`config.mk`:
```
export PLATFORM = sky130hd
export DESIGN_NAME = instr_image_writer_flat
export DESIGN_NICKNAME = d
export VERILOG_FILES = /design/src/rtl/isa_pkg.sv /design/src/rtl/instr_image_writer_if.sv /design/src/rtl/sync_fifo.sv /design/src/rtl/instr_image_writer.sv /design/src/flat_wrapper.sv
export SDC_FILE = /design/constraint.sdc
export NUM_CORES = 1
export LEC_CHECK = 0
export CAP_MARGIN = 20
export CORE_UTILIZATION = 40
export CTS_CLUSTER_SIZE = 14
export DETAILED_ROUTE_END_ITERATION = 8
export PLACE_DENSITY = 0.59
export SLEW_MARGIN = 20
export SYNTH_ARGS = -nofsm -noshare
export SYNTH_HDL_FRONTEND = slang
export SYNTH_SLANG_ARGS = --single-unit
```
`constraint.sdc`:
```
create_clock -name clk -period 5 [get_ports clk]
set_input_delay 1.25 -clock clk [delete_from_list [all_inputs] [get_ports clk]]
set_output_delay 1.25 -clock clk [all_outputs]
set_load 0.005 [all_outputs]
```
`src/rtl/isa_pkg.sv`:
```
// Instruction-set constants shared by the image writer and the decode path:
// opcodes, kind codes, field positions and the field-to-word encoder.
package isa_pkg;

    localparam logic [3:0] OP_R  = 4'b0001;
    localparam logic [3:0] OP_I  = 4'b0010;
    localparam logic [3:0] OP_BR = 4'b1000;
    localparam logic [3:0] OP_J  = 4'b0100;
    localparam logic [3:0] OP_LD = 4'b1100;
    localparam logic [3:0] OP_ST = 4'b0011;

    typedef enum logic [2:0] {
        KIND_R  = 3'd0,
        KIND_I  = 3'd1,
        KIND_BR = 3'd2,
        KIND_J  = 3'd3,
        KIND_LD = 3'd4,
        KIND_ST = 3'd5
    } kind_t;

    localparam int WORD_W    = 24;
    localparam int OPC_LSB   = 20;
    localparam int FA_LSB    = 16;
    localparam int FB_LSB    = 12;
    localparam int FC_LSB    = 8;
    localparam int IMM_I_LSB = 4;
    localparam int FUNCT_LSB = 0;

    typedef enum logic [1:0] {
        ST_IDLE,
        ST_RUN,
        ST_DRAIN,
        ST_DONE
    } state_t;

    function automatic logic kind_legal(input logic [2:0] kind);
        return kind <= 3'd5;
    endfunction

    // Field A/B carry rd/rs, rs/rt or rt/base depending on the kind.
    function automatic logic [WORD_W-1:0] encode(input logic [2:0]  kind,
                                                 input logic [3:0]  ra,
                                                 input logic [3:0]  rb,
                                                 input logic [3:0]  rc,
                                                 input logic [3:0]  funct,
                                                 input logic [19:0] imm);
        logic [WORD_W-1:0] w;
        w = '0;
        case (kind_t'(kind))
            KIND_R: begin
                w[OPC_LSB +: 4]   = OP_R;
                w[FA_LSB +: 4]    = ra;
                w[FB_LSB +: 4]    = rb;
                w[FC_LSB +: 4]    = rc;
                w[FUNCT_LSB +: 4] = funct;
            end
            KIND_I: begin
                w[OPC_LSB +: 4]   = OP_I;
                w[FA_LSB +: 4]    = ra;
                w[FB_LSB +: 4]    = rb;
                w[IMM_I_LSB +: 8] = imm[7:0];
                w[FUNCT_LSB +: 4] = funct;
            end
            KIND_BR: begin
                w[OPC_LSB +: 4] = OP_BR;
                w[FA_LSB +: 4]  = ra;
                w[FB_LSB +: 4]  = rb;
                w[11:0]         = imm[11:0];
            end
            KIND_J: begin
                w[OPC_LSB +: 4] = OP_J;
                w[19:0]         = imm;
            end
            KIND_LD, KIND_ST: begin
                w[OPC_LSB +: 4] = (kind_t'(kind) == KIND_LD) ? OP_LD : OP_ST;
                w[FA_LSB +: 4]  = ra;
                w[FB_LSB +: 4]  = rb;
                w[11:0]         = imm[11:0];
            end
            default: w = '0;
        endcase
        return w;
    endfunction

endpackage

```
`src/rtl/instr_image_writer_if.sv`:
```
// Field-bundle input handshake and instruction-memory write port of the
// image writer; slave is the writer's view, master the producer/memory view.
interface instr_image_writer_if #(
    parameter int AW = 8
);
    logic          in_valid;
    logic          in_ready;
    logic [2:0]    in_kind;
    logic [3:0]    in_ra;
    logic [3:0]    in_rb;
    logic [3:0]    in_rc;
    logic [3:0]    in_funct;
    logic [19:0]   in_imm;
    logic          in_last;

    logic          mem_we;
    logic [AW-1:0] mem_addr;
    logic [23:0]   mem_wdata;
    logic          mem_ready;

    modport slave (
        input  in_valid, in_kind, in_ra, in_rb, in_rc, in_funct, in_imm, in_last,
        output in_ready,
        output mem_we, mem_addr, mem_wdata,
        input  mem_ready
    );

    modport master (
        output in_valid, in_kind, in_ra, in_rb, in_rc, in_funct, in_imm, in_last,
        input  in_ready,
        input  mem_we, mem_addr, mem_wdata,
        output mem_ready
    );
endinterface

```
`src/rtl/sync_fifo.sv`:
```
// Single-clock FIFO with wrap-bit pointers; exposes the head and the entry
// behind it so the consumer can preload its next output word.
module sync_fifo #(
    parameter int DEPTH = 4,
    parameter int WIDTH = 24
) (
    input  logic                   clk,
    input  logic                   rst,
    input  logic                   push,
    input  logic [WIDTH-1:0]       wdata,
    input  logic                   pop,
    output logic [WIDTH-1:0]       head,
    output logic [WIDTH-1:0]       head_next,
    output logic                   full,
    output logic                   empty,
    output logic [$clog2(DEPTH):0] level
);
    localparam int PW = $clog2(DEPTH);

    logic [WIDTH-1:0] mem [DEPTH];
    logic [PW:0]      wr_ptr;
    logic [PW:0]      rd_ptr;
    logic [PW-1:0]    rd_idx_next;

    assign level       = wr_ptr - rd_ptr;
    assign empty       = (wr_ptr == rd_ptr);
    assign full        = (level == (PW+1)'(DEPTH));
    assign rd_idx_next = rd_ptr[PW-1:0] + 1'b1;
    assign head        = mem[rd_ptr[PW-1:0]];
    assign head_next   = mem[rd_idx_next];

    // NOTE: sequential state uses non-blocking assignments so every flop samples pre-edge values.
    always_ff @(posedge clk or posedge rst) begin
        if (rst) begin
            wr_ptr <= '0;
            rd_ptr <= '0;
        end else begin
            if (push && !full)
                wr_ptr <= wr_ptr + 1'b1;
            if (pop && !empty)
                rd_ptr <= rd_ptr + 1'b1;
        end
    end

    // NOTE: storage is deliberately not reset; only entries between the pointers are ever read.
    always_ff @(posedge clk) begin
        if (push && !full)
            mem[wr_ptr[PW-1:0]] <= wdata;
    end

endmodule

```
`src/rtl/instr_image_writer.sv`:
```
// Packs instruction field bundles into 24-bit words and writes them to
// consecutive instruction-memory addresses through a small FIFO.
module instr_image_writer
    import isa_pkg::*;
#(
    parameter int AW    = 8,
    parameter int DEPTH = 4
) (
    input  logic                 clk,
    input  logic                 rst,
    input  logic                 start,
    input  logic [AW-1:0]        start_addr,
    instr_image_writer_if.slave  bus,
    output logic                 busy,
    output logic                 done,
    output logic                 err,
    output logic [AW:0]          count
);
    localparam int LW = $clog2(DEPTH) + 1;

    state_t            state, state_nxt;
    logic              accept, legal, push, pop;
    logic              fifo_full, fifo_empty;
    logic [LW-1:0]     fifo_level;
    logic [WORD_W-1:0] enc_word, fifo_head, fifo_head_next, head_data;
    logic              head_vld;

    logic              mem_we_q;
    logic [AW-1:0]     mem_addr_q;
    logic [WORD_W-1:0] mem_wdata_q;

    assign bus.in_ready = (state == ST_RUN) && !fifo_full;
    assign accept       = bus.in_valid && bus.in_ready;
    assign legal        = kind_legal(bus.in_kind);
    assign push         = accept && legal;
    assign pop          = mem_we_q && bus.mem_ready;
    assign enc_word     = encode(bus.in_kind, bus.in_ra, bus.in_rb, bus.in_rc,
                                 bus.in_funct, bus.in_imm);

    sync_fifo #(
        .DEPTH (DEPTH),
        .WIDTH (WORD_W)
    ) u_fifo (
        .clk       (clk),
        .rst       (rst),
        .push      (push),
        .wdata     (enc_word),
        .pop       (pop),
        .head      (fifo_head),
        .head_next (fifo_head_next),
        .full      (fifo_full),
        .empty     (fifo_empty),
        .level     (fifo_level)
    );

    always_ff @(posedge clk or posedge rst) begin
        if (rst)
            state <= ST_IDLE;
        else
            state <= state_nxt;
    end

    // NOTE: every output of a combinational block gets a default first, otherwise a latch is inferred.
    always_comb begin
        state_nxt = state;
        busy      = 1'b0;
        done      = 1'b0;
        case (state)
            ST_IDLE: begin
                if (start)
                    state_nxt = ST_RUN;
            end
            ST_RUN: begin
                busy = 1'b1;
                if (accept && bus.in_last)
                    state_nxt = ST_DRAIN;
            end
            ST_DRAIN: begin
                busy = 1'b1;
                if (fifo_empty && !mem_we_q)
                    state_nxt = ST_DONE;
            end
            ST_DONE: begin
                done      = 1'b1;
                state_nxt = ST_IDLE;
            end
            default: state_nxt = ST_IDLE;
        endcase
    end

    // The write registers always mirror the FIFO head as it will be after this
    // edge, which gives one-cycle accept-to-write latency and full throughput.
    always_comb begin
        head_vld  = 1'b0;
        head_data = fifo_head;
        if (pop) begin
            if (fifo_level > LW'(1)) begin
                head_vld  = 1'b1;
                head_data = fifo_head_next;
            end else if (push) begin
                head_vld  = 1'b1;
                head_data = enc_word;
            end
        end else if (!fifo_empty) begin
            head_vld  = 1'b1;
            head_data = fifo_head;
        end else if (push) begin
            head_vld  = 1'b1;
            head_data = enc_word;
        end
    end

    always_ff @(posedge clk or posedge rst) begin
        if (rst) begin
            mem_we_q    <= 1'b0;
            mem_addr_q  <= '0;
            mem_wdata_q <= '0;
            count       <= '0;
            err         <= 1'b0;
        end else begin
            mem_we_q <= head_vld;
            if (head_vld)
                mem_wdata_q <= head_data;
            if (state == ST_IDLE && start) begin
                mem_addr_q <= start_addr;
                count      <= '0;
                err        <= 1'b0;
            end else begin
                if (pop) begin
                    mem_addr_q <= mem_addr_q + 1'b1;
                    if (count != '1)
                        count <= count + 1'b1;
                end
                if (accept && !legal)
                    err <= 1'b1;
            end
        end
    end

    assign bus.mem_we    = mem_we_q;
    assign bus.mem_addr  = mem_addr_q;
    assign bus.mem_wdata = mem_wdata_q;

endmodule

```
`src/flat_wrapper.sv`:
```
// flat-port wrapper written by rule: the top's interface ports become plain ports
module instr_image_writer_flat import isa_pkg::*;
#(
    parameter int AW    = 8,
    parameter int DEPTH = 4
)
  (clk, rst, start, start_addr, busy, done, err, count, bus_in_valid, bus_in_kind, bus_in_ra, bus_in_rb, bus_in_rc, bus_in_funct, bus_in_imm, bus_in_last, bus_in_ready, bus_mem_we, bus_mem_addr, bus_mem_wdata, bus_mem_ready);
  instr_image_writer_if #(.AW(AW)) bus_i ();
  input  logic clk;
  input  logic rst;
  input  logic start;
  input  logic [AW-1:0] start_addr;
  output logic busy;
  output logic done;
  output logic err;
  output logic [AW:0] count;
  input wire logic [$bits(bus_i.in_valid)-1:0] bus_in_valid;
  input wire logic [$bits(bus_i.in_kind)-1:0] bus_in_kind;
  input wire logic [$bits(bus_i.in_ra)-1:0] bus_in_ra;
  input wire logic [$bits(bus_i.in_rb)-1:0] bus_in_rb;
  input wire logic [$bits(bus_i.in_rc)-1:0] bus_in_rc;
  input wire logic [$bits(bus_i.in_funct)-1:0] bus_in_funct;
  input wire logic [$bits(bus_i.in_imm)-1:0] bus_in_imm;
  input wire logic [$bits(bus_i.in_last)-1:0] bus_in_last;
  output wire logic [$bits(bus_i.in_ready)-1:0] bus_in_ready;
  output wire logic [$bits(bus_i.mem_we)-1:0] bus_mem_we;
  output wire logic [$bits(bus_i.mem_addr)-1:0] bus_mem_addr;
  output wire logic [$bits(bus_i.mem_wdata)-1:0] bus_mem_wdata;
  input wire logic [$bits(bus_i.mem_ready)-1:0] bus_mem_ready;
  assign bus_i.in_valid = bus_in_valid;
  assign bus_i.in_kind = bus_in_kind;
  assign bus_i.in_ra = bus_in_ra;
  assign bus_i.in_rb = bus_in_rb;
  assign bus_i.in_rc = bus_in_rc;
  assign bus_i.in_funct = bus_in_funct;
  assign bus_i.in_imm = bus_in_imm;
  assign bus_i.in_last = bus_in_last;
  assign bus_in_ready = bus_i.in_ready;
  assign bus_mem_we = bus_i.mem_we;
  assign bus_mem_addr = bus_i.mem_addr;
  assign bus_mem_wdata = bus_i.mem_wdata;
  assign bus_i.mem_ready = bus_mem_ready;
  instr_image_writer #(.AW(AW), .DEPTH(DEPTH)) u_core (.clk(clk), .rst(rst), .start(start), .start_addr(start_addr), .bus(bus_i), .busy(busy), .done(done), .err(err), .count(count));
endmodule
```
## After elaboration in Yosys (flattened, before gate mapping)

Memory sizes are Yosys's and may differ from the RTL's.
Index checks and enable logic that the tools add are counted.

- Add/sub/neg operators: 6
- Magnitude comparators: 2
- Equality and inequality tests: 14
- Multiplexer cells: 27
- Reduce and logical (&&, ||, !) cells: 25

Operators by type and width:

| kind | number |
|---|---|
| $mux W24 | 4 |
| $pmux W16 S5 | 1 |
| $mux W9 | 3 |
| $mux W8 | 2 |
| $pmux W4 S2 | 2 |
| $logic_and A1 B1 Y1 | 10 |
| $mux W1 | 10 |
| $add A9 B1 Y9 const B | 1 |
| $eq A3 B3 Y1 const B | 3 |
| $ne A9 B9 Y1 const B | 1 |
| $add A8 B1 Y8 const B | 1 |
| $pmux W2 S4 | 1 |
| $add A3 B1 Y3 const B | 2 |
| $eq A3 B2 Y1 const B | 2 |
| $mux W2 | 3 |
| $reduce_bool A2 Y1 | 3 |
| $reduce_or A2 Y1 | 3 |
| $eq A2 B2 Y1 const B | 2 |
| $logic_not A1 Y1 | 4 |
| $mux W4 | 1 |
| $ne A2 B2 Y1 const B | 2 |
| $reduce_or A4 Y1 | 1 |
| $eq A3 B1 Y1 const B | 1 |
| $eq A3 B3 Y1 | 1 |
| other kinds (10) | 10 |

- Register bits after elaboration: 51
- Memory bits (writable): 96
- Output and inout port bits: 46
- Logic and storage cells: 83
- Memories: 1

Memory list:

| name | depth | bits a word | read ports | clocked after memory_dff | wr ports | RTL line | text |
|---|---|---|---|---|---|---|---|
| u_core.u_fifo.mem | 4 | 24 | 2 | 0 | 1 | sync_fifo.sv:20 | `logic [WIDTH-1:0] mem [DEPTH];` |

## Depth between registers and ports, before layout

Gate-level depths: netlist of the first run.

- Word-level depth: 9
- Depth in mapped cells: 13
- Mapped depth without buffers: 10

## Modules after synthesis

A second synthesis of the first run with hierarchy kept.

- Cells, all modules: 560
- Area, all modules: 7,691.1 um2

By module, submodules not included:

| module | times used | cells an instance | area an instance (um2) | sequential area each (um2) |
|---|---|---|---|---|
| sync_fifo | 1 | 200 | 4,513.1 | 3,032.9 |
| instr_image_writer | 1 | 360 | 3,178.0 | 1,126.1 |

## Least setup slack after synthesis of the first run

OpenSTA, ideal clock, no wires.

- Path type: register -> output
- From: register u_core.u_fifo.wr_ptr[0]
- To: output port bus_in_ready
- Arrival time: 1.565 ns
- Setup slack: 2.185 ns
- Stages on the path, launching flop included: 7
- Path buffers: 0
- Cell sequence: dfrtp_1 > inv_1 > ha_1 > fa_1 > nand2_1 > nor2_4 > nor2b_1

- Cells in the longest elaborated chain, start to end: 4

Ends and longest elaborated chain:

| item | RTL line | text |
|---|---|---|
| start, declared | sync_fifo.sv:21 | `logic [PW:0] wr_ptr;` |
| start signal, assigned | sync_fifo.sv:39 | `wr_ptr <= wr_ptr + 1'b1;` |
| $sub A3 B3 Y3 | sync_fifo.sv:25 | `assign level = wr_ptr - rd_ptr;` |
| $eq A3 B3 Y1 | sync_fifo.sv:27 | `assign full = (level == (PW+1)'(DEPTH));` |
| $logic_not A1 Y1 | instr_image_writer.sv:32 | `assign bus.in_ready = (state == ST_RUN) && !fifo_full;` |
| $logic_and A1 B1 Y1 | instr_image_writer.sv:32 |  |
| end, declared | flat_wrapper.sv:25 | `output wire logic [$bits(bus_i.in_ready)-1:0] bus_in_ready;` |

Every way passes these cells.

## Worst setup path in the final report of the first run

- From: register u_core.u_fifo.rd_ptr[1]
- To: output port bus_in_ready

- Cells in the longest elaborated chain, start to end: 4

Ends and longest elaborated chain:

| item | RTL line | text |
|---|---|---|
| start, declared | sync_fifo.sv:22 | `logic [PW:0] rd_ptr;` |
| start signal, assigned | sync_fifo.sv:41 | `rd_ptr <= rd_ptr + 1'b1;` |
| $sub A3 B3 Y3 | sync_fifo.sv:25 |  |
| $eq A3 B3 Y1 | sync_fifo.sv:27 |  |
| $logic_not A1 Y1 | instr_image_writer.sv:32 |  |
| $logic_and A1 B1 Y1 | instr_image_writer.sv:32 |  |

Every way passes these cells.

==> summary.md, run 1 <==
| Metric | Value |
|---|---|
| Status | `completed` |
| Pwr Total | `5.578 mW` |
| DRC | `0` |
| Clock slew at reported path FFs | `0.06 ns` |
| Worst path bufs/invs | `2` |
| Total I/O pin count | `99` |
| Sequential Area | `4160 sq um` |
| Post-Syn Area | `7277 sq um` |
| H-tree Lvls | `4` |
| Most common cell after layout, fill and taps aside | `clkdlybuf4s50_1` |
| #FFs+latches synth | `147` |
| Post-route cell area | `9085 sq um` |
| RSZ-0062 raised after global routing | `no` |
| Setup violators final | `0` |
| CTS root buf | `clkbuf_16` |
| Leak Pwr | `3.279 nW` |
| Pwr per Cell Area | `614.0 nW/um^2` |
| Critical Path Source Type | `flip-flop` |
| Initial antenna violation count | `0` |
| Xor and xnor area share after synthesis | `2.373%` |
| Slowest-stage cell, CP | `fa_1` |
| Layout area overhead | `24.85%` |
| Final period utilization | `78.09%` |
| TNS Setup | `0 ns` |
| Hold WC Path Type | `reg2reg` |
| Final Hold Fails | `0` |
| Remaining antenna violation count | `0` |
| Critical path capture point type | `output pin` |
| CTS Sinks | `147` |
| Final min period | `3.905 ns` |
| Drt wl/cell | `21.48 um` |
| CTS buffer count | `17` |
| Total setup buffers inserted after CTS | `0` |
| Antenna diodes | `0` |
| Fin nets | `688` |
| Data arrival, critical path | `2.65 ns` |
| Synth warn | `0` |
| Top cell family by delay on the critical path | `buffers and inverters` |
| Place WS | `1.355 ns` |
| Compound-cell area share of the yosys netlist | `11.55%` |
| Largest family of logic cells by synthesized area | `multiplexers` |
| Hold buffer count at CTS | `0` |
| Fillers | `1517` |
| Grt peak-use layer | `met2` |
| Synth Area in Simple Gates | `6.706%` |
| EDFF count, synth | `96` |
| Worst-case clock buffer depth | `2` |
| Global route overflow | `0` |
| Placed cell areas | `8517 sq um` |
| GPL Wtd Cong | `0.7939` |
| Sequential area share after synthesis | `57.15%` |
| Main synth FF type | `edfxtp_1` |
| Syn_nets | `586` |
| Crit Path Max Fanout | `28` |
| Critical path type | `reg2out` |
| Core area | `17540 sq um` |
| Post-synthesis mux area share | `16.42%` |
| Footprint of the multi-input gates | `2908 sq um` |
| DRT iter0 DRCs | `333` |
| Worst Tran Pin Value | `0.8900 ns` |
| Max-cap violations | `0` |
| Maximum clock frequency | `256.1 MHz` |
| Final Slew Violations | `0` |
| Num rows | `48` |
| Die width | `136.9 um` |
| Global routing usage on met1 | `26.31%` |
| Detailed placement HPWL | `12.05 mm` |
| Worst skew pair latency | `0.43 ns` |
| Share of cells above drive strength 1 | `17.25%` |
| Grt met2 use | `36.89%` |
| Setup ws final | `1.095 ns` |
| Via Count | `4944` |
| Mapped Cells | `517` |
| Detailed Route WL | `18.41 mm` |
| Vias in the first global route | `5009` |
| Post-synth ARST share | `34.69%` |
| Worst Skew | `0.005018 ns` |
| Gr usage total | `21.08%` |
| CTS tree | `done` |
| Global-route wire length before repair | `28.42 mm` |
| CP cell instances | `buf_4 > fa_1 > nand2_1 > nor2_4 > nor2b_1 > clkdlybuf4s50_1` |
| Port Buffers | `98` |
| Worst vdd ir | `0.0003455 V` |
| Most frequent cells in the layout | `clkdlybuf4s50_1 (98), edfxtp_1 (96), dfrtp_1 (50)` |
| Post-synthesis adder-cell area fraction | `2.854%` |
| Die Y | `136.9 um` |
| Critical Path RT | `3.75 ns` |
| Initial Util | `41.50%` |
| # resized after CTS | `0` |
| DR vias/cell | `5.769` |
| Library cells used by synthesis | `47` |
| Critical Path Max Stage Delay | `0.55 ns` |
| DR pass1 iterations | `5` |
| Pin count of the biggest net entering global routing | `51` |
| Mean post-synth cell area | `14.08 sq um` |
| Die area | `18740 sq um` |
| Met3 Resource Use GR | `3.926%` |
| Slew headroom | `40.16%` |
[final cells by class]
class                           instances  share of cell area, %
Clock buffer                           18                  4.724
Sequential cell                       147                  45.79
Timing Repair Buffer                  115                  12.20
Clock inverter                         14                  1.529
Inverter                               15                 0.6473
Tap cell                              225                  3.099
Multi-Input combinational cell        323                  32.01
[state kept, by name, summed over array words and instances (netlist names)]
register              count
u_core.u_fifo.mem        96
u_core.bus.mem_wdata     24
u_core.count              9
u_core.bus.mem_addr       8
u_core.u_fifo.rd_ptr      3
u_core.u_fifo.wr_ptr      3
u_core.state              2
u_core.bus.mem_we         1
u_core.err                1
[power by group]
part           leakage (nW)  internal, mW  switching, mW
registers              1.50          1.58          0.183
logic                  1.52          1.31           1.26
clock network         0.267         0.729          0.509
total                  3.28          3.62           1.95
[path summary, 6_finish.rpt]
kind	endpoint	from	cells past startpoint	slack (ns)
worst min-delay path	u_core.bus.mem_wdata[12]	u_core.bus.mem_wdata[12]	1	0.51
worst min register to register	u_core.bus.mem_wdata[12]	u_core.bus.mem_wdata[12]	1	0.51
max in group asynchronous	u_core.count[2]	rst	3	2.90
min in group asynchronous	u_core.count[1]	rst	2	1.32
worst max-delay path	bus_in_ready	u_core.u_fifo.rd_ptr[1]	6	1.10
worst max register to register	u_core.bus.mem_wdata[5]	u_core.u_fifo.rd_ptr[0]	6	1.69
[synthesized netlist by cell type, types with 2 or more instances]
cell       number  share of area (%)
buf_2          13               0.89
a2bb2oi_1       8               0.96
inv_1          14               0.72
o21ai_0        42                2.9
nand4_1         4               0.34
mux4_2         48                 15
a22oi_1        22                2.3
xnor2_1         9                1.1
clkbuf_1       13               0.67
xor2_1          8               0.96
nor2b_1         8               0.69
dfrtp_1        51                 18
nor2_1         31                1.6
nand2_1        35                1.8
nor2_4          2               0.31
nand2b_1        2               0.17
or3_1           2               0.17
edfxtp_1       96                 40
a22o_1          7               0.84
ha_1           15                2.6
o31ai_1         2               0.21
nand3_1         5               0.34
o22ai_1         8               0.69
buf_1           2               0.10
mux2i_1         8                1.1
a21oi_1        23                1.6
buf_4           3               0.31
nor3_1          2               0.14
mux2_2          3               0.46
and2_1          8               0.69
a221o_1         7               0.96
[cells by family (layout without fill, tap and decap cells)]
group / count (synthesis) / count (layout)
compound gates: 127 / 127
fa+ha+maj: 16 / 16
flops: 147 / 147
simple gates: 103 / 103
mux: 59 / 59
xor+xnor: 18 / 18
buf+inv: 47 / 162
[stage by stage]
| stage | hold slack (ns) | utilization, % | std cells |
|---|---|---|---|
| final | 0.5129 | 51.81 | 857 |
| after global placement | 0.4988 | 48.57 | 825 |
| after CTS | 0.5210 | 51.81 | 857 |
| after floorplan | 0.4866 | - | 517 |
| after detailed placement | 0.5074 | 48.57 | 825 |
| after global routing | 0.5375 | 51.81 | 857 |
[per-layer routing]
layer | vias up | part of all wire (%)
met5 | - | 0
met4 | 0 | 1.5
met1 | 2608 | 42
li1 | 2208 | -
met3 | 20 | 3.1
met2 | 108 | 53
Power figures use the tool's default switching activity.
==> inputs of run 2 (changes only) <==
--- a/config.mk
+++ b/config.mk
@@ -9,7 +9,7 @@
 export CORE_UTILIZATION = 40
 export CTS_CLUSTER_SIZE = 14
 export DETAILED_ROUTE_END_ITERATION = 8
-export PLACE_DENSITY = 0.59
+export PLACE_DENSITY = 0.62
 export SLEW_MARGIN = 20
 export SYNTH_ARGS = -nofsm -noshare
 export SYNTH_HDL_FRONTEND = slang
==> constraint.sdc (replaced) <==
create_clock -name clk -period 3.4 [get_ports clk]
set_input_delay 0.85 -clock clk [delete_from_list [all_inputs] [get_ports clk]]
set_output_delay 0.85 -clock clk [all_outputs]
set_load 0.005 [all_outputs]
==> run 2 against run 1 <==
Effect of this change: final cell count grew 2.5%; register-to-register slack lost 1.0 ns; critical path depth rose by 1; die area did not move; via count down 0.24%; worst hold slack worse by 0.0043 ns; clock power up 44%; largest power group unchanged.
==> summary.md, run 2 (synthesis results as in run 1) <==
| Metric | Value |
|---|---|
| Critical Path RT | `2.55 ns (-1.20 ns)` |
| Total I/O pin count | `99 (unchanged)` |
| Die area | `18740 sq um (unchanged)` |
| R2R depth | `9 (+3)` |
| Die Y | `136.9 um (unchanged)` |
| Share of cells above drive strength 1 | `20.21% (+3.0 points)` |
| Initial antenna violation count | `0 (unchanged)` |
| Crit Path Max Fanout | `3 (-89%)` |
| Most frequent cells in the layout | `clkdlybuf4s50_1 (98), edfxtp_1 (96), dfrtp_1 (50)` |
| Most common cell after layout, fill and taps aside | `clkdlybuf4s50_1` |
| Worst Tran Pin Value | `0.8684 ns (-0.02159 ns)` |
| TNS Setup | `0 ns (unchanged)` |
| RSZ-0062 raised after global routing | `no` |
| CTS Sinks | `147 (unchanged)` |
| Antenna diodes | `0 (unchanged)` |
| DR vias/cell | `5.617 (-2.6%)` |
| Critical path capture point type | `output pin` |
| Status | `completed` |
| Pin count of the biggest net entering global routing | `51 (unchanged)` |
| Worst path bufs/invs | `2 (unchanged)` |
| Drt wl/cell | `20.50 um (-4.5%)` |
| Maximum clock frequency | `306.5 MHz` |
| Global-route wire length before repair | `28.09 mm (-1.2%)` |
| Crit path from | `u_core.u_fifo.wr_ptr[0]` |
| Final cell count without fillers | `878 (+2.5%)` |
| CP cell instances | `inv_1 > ha_1 > fa_1 > nand2_2 > nor2_4 > nor2b_2 > clkdlybuf4s50_1` |
| Final min period | `3.262 ns` |
| CP endpoint | `bus_in_ready` |
| Die width | `136.9 um (unchanged)` |
| Sw Pwr | `2.840 mW (+45%)` |
| Remaining antenna violation count | `0 (unchanged)` |
| Detailed Route WL | `18.00 mm (-2.2%)` |
| Vias in the first global route | `5104 (+1.9%)` |
| Top cell family by delay on the critical path | `adder cells` |
| GPL Wtd Cong | `0.7942 (about the same)` |
| Final Hold Fails | `0 (unchanged)` |
| Global route overflow | `0 (unchanged)` |
| Net Sw Frac | `34.32% (-0.71 points)` |
| CTS root buf | `clkbuf_16` |
| Worst skew pair latency | `0.42 ns (about the same)` |
| Leak Pwr | `3.394 nW (+3.5%)` |
| Final period utilization | `95.96%` |
| Port Buffers | `98 (unchanged)` |
| Pwr per Cell Area | `894.8 nW/um^2 (+46%)` |
| Hold WC Path Type | `reg2reg` |
| Number of flip-flops in the largest register | `96 (unchanged)` |
| Layout area overhead | `27.10%` |
| Core area | `17540 sq um (unchanged)` |
| Setup violators final | `0 (unchanged)` |
| CTS tree | `done` |
| Critical Path Max Stage Delay | `0.52 ns (-0.03 ns)` |
| Placed Cells | `842 (+2.1%)` |
| Final Slew Violations | `0 (unchanged)` |
| Pint | `5.435 mW (+50%)` |
| Fin nets | `709 (+3.1%)` |
| R2R Setup Slk | `0.68 ns (-1.01 ns)` |
| Slowest-stage cell, CP | `clkdlybuf4s50_1` |
| Reg power frac | `31.4% (-0.2 points)` |
| DRC | `0 (unchanged)` |
| Num rows | `48 (unchanged)` |
| Combinational share of power | `47.0% (+0.8 points)` |
| Critical Path Source Type | `flip-flop` |
| Gr usage total | `20.62% (-0.46 points)` |
| CTS buffer count | `17 (unchanged)` |
| DR pass1 iterations | `5 (unchanged)` |
| DRT iter0 DRCs | `302 (-9.3%)` |
| Worst-case clock buffer depth | `2 (unchanged)` |
| Critical path type | `reg2out` |
| Max-cap violations | `0 (unchanged)` |
| Slew headroom | `42.11% (+1.9 points)` |
| Data arrival, critical path | `2.41 ns (-0.24 ns)` |
| Worst Skew | `0.007423 ns (+0.002404 ns)` |
| Worst reg2reg endpoint | `u_core.u_fifo.mem[3][14]` |
| Via Count | `4932 (-0.24%)` |
| Detailed placement HPWL | `12.16 mm (+0.97%)` |
| Clock slew at reported path FFs | `0.06 ns (about the same)` |
| Worst vdd ir | `0.0004083 V (+18%)` |
| Critical path depth in cells | `7 (+1)` |
| Worst r2r src | `u_core.u_fifo.wr_ptr[0]` |
| H-tree Lvls | `4 (unchanged)` |
| Initial Util | `41.50% (unchanged)` |
| Clock power frac | `21.6% (-0.6 points)` |
-- run 2: worst register-to-register path: stages, from the launching register on --
cell	delay (ns)
dfrtp_1	0.34
inv_1	0.09
ha_1	0.22
fa_1	0.51
nand2_2	0.13
nor2_4	0.06
buf_4	0.15
a211oi_4	0.37
and2_1	0.21
buf_4	0.31
-- run 2: layout make-up --
cell class              instances  area [sq um]
clock buffers                  21         440.4
clock inverters                11         113.9
fillers                      1477          8288
inverters                      15         58.81
multi-input cells             323          2915
flip-flops and latches        147          4160
well taps                     225         281.5
repair buffers                136          1279
-- run 2: what timing repair did --
item,in CTS,in global routing
setup buffers,2,2
resized for setup,1,1
hold buffers,0,0
endpoints found under the hold margin,0,0
pin swaps,1,1
endpoints found under the setup margin,1,1
-- run 2: through the flow --
step / hold slack [ns] / utilization [%] / setup slack, ns / power (mW) / area (sq um)
2_1_floorplan: 0.4866 / - / 0.5935 / 5.172 / 7277
3_3_place_gp: 0.4957 / 49.36 / 0.3307 / 6.376 / 8657
3_5_place_dp: 0.5039 / 49.36 / 0.2572 / 6.488 / 8657
4_1_cts: 0.5165 / 52.63 / 0.05486 / 8.337 / 9229
5_1_grt: 0.5247 / 52.74 / 0.02335 / 8.813 / 9249
6_report: 0.5086 / 52.74 / 0.1375 / 8.276 / 9249
-- run 2: power groups by stage --
| stage | clock network [mW] | logic, mW | registers (mW) |
|---|---|---|---|
| after detailed placement | 0 | 3.85 | 2.64 |
| after global placement | 0 | 3.75 | 2.62 |
| after global routing | 1.89 | 4.28 | 2.64 |
| after floorplan | 0 | 2.58 | 2.59 |
| final | 1.78 | 3.89 | 2.60 |
| after CTS | 1.82 | 3.92 | 2.60 |
-- run 2: worst min-delay path by stage --
| stage | start | to | slack (ns) | depth (start not counted) |
|---|---|---|---|---|
| 2_1_floorplan | u_core.u_fifo.rd_ptr[2] | u_core.u_fifo.rd_ptr[2] | 0.49 | 1 |
| 3_3_place_gp | u_core.bus.mem_wdata[17] | u_core.bus.mem_wdata[17] | 0.50 | 1 |
| 3_5_place_dp | u_core.bus.mem_wdata[8] | u_core.bus.mem_wdata[8] | 0.50 | 1 |
| 4_1_cts | u_core.bus.mem_wdata[8] | u_core.bus.mem_wdata[8] | 0.52 | 1 |
| 5_1_grt | u_core.bus.mem_wdata[8] | u_core.bus.mem_wdata[8] | 0.52 | 1 |
| 6_report | u_core.bus.mem_wdata[17] | u_core.bus.mem_wdata[17] | 0.51 | 1 |
-- run 2: layer usage --
layer  routed length [um]  up-vias  track usage (%)
met5                    0        -                0
met4                  182        0            6.716
met3                  814       14            4.556
met2                 9619      110            35.98
met1                 7384     2556            25.35
li1                     -     2252                -
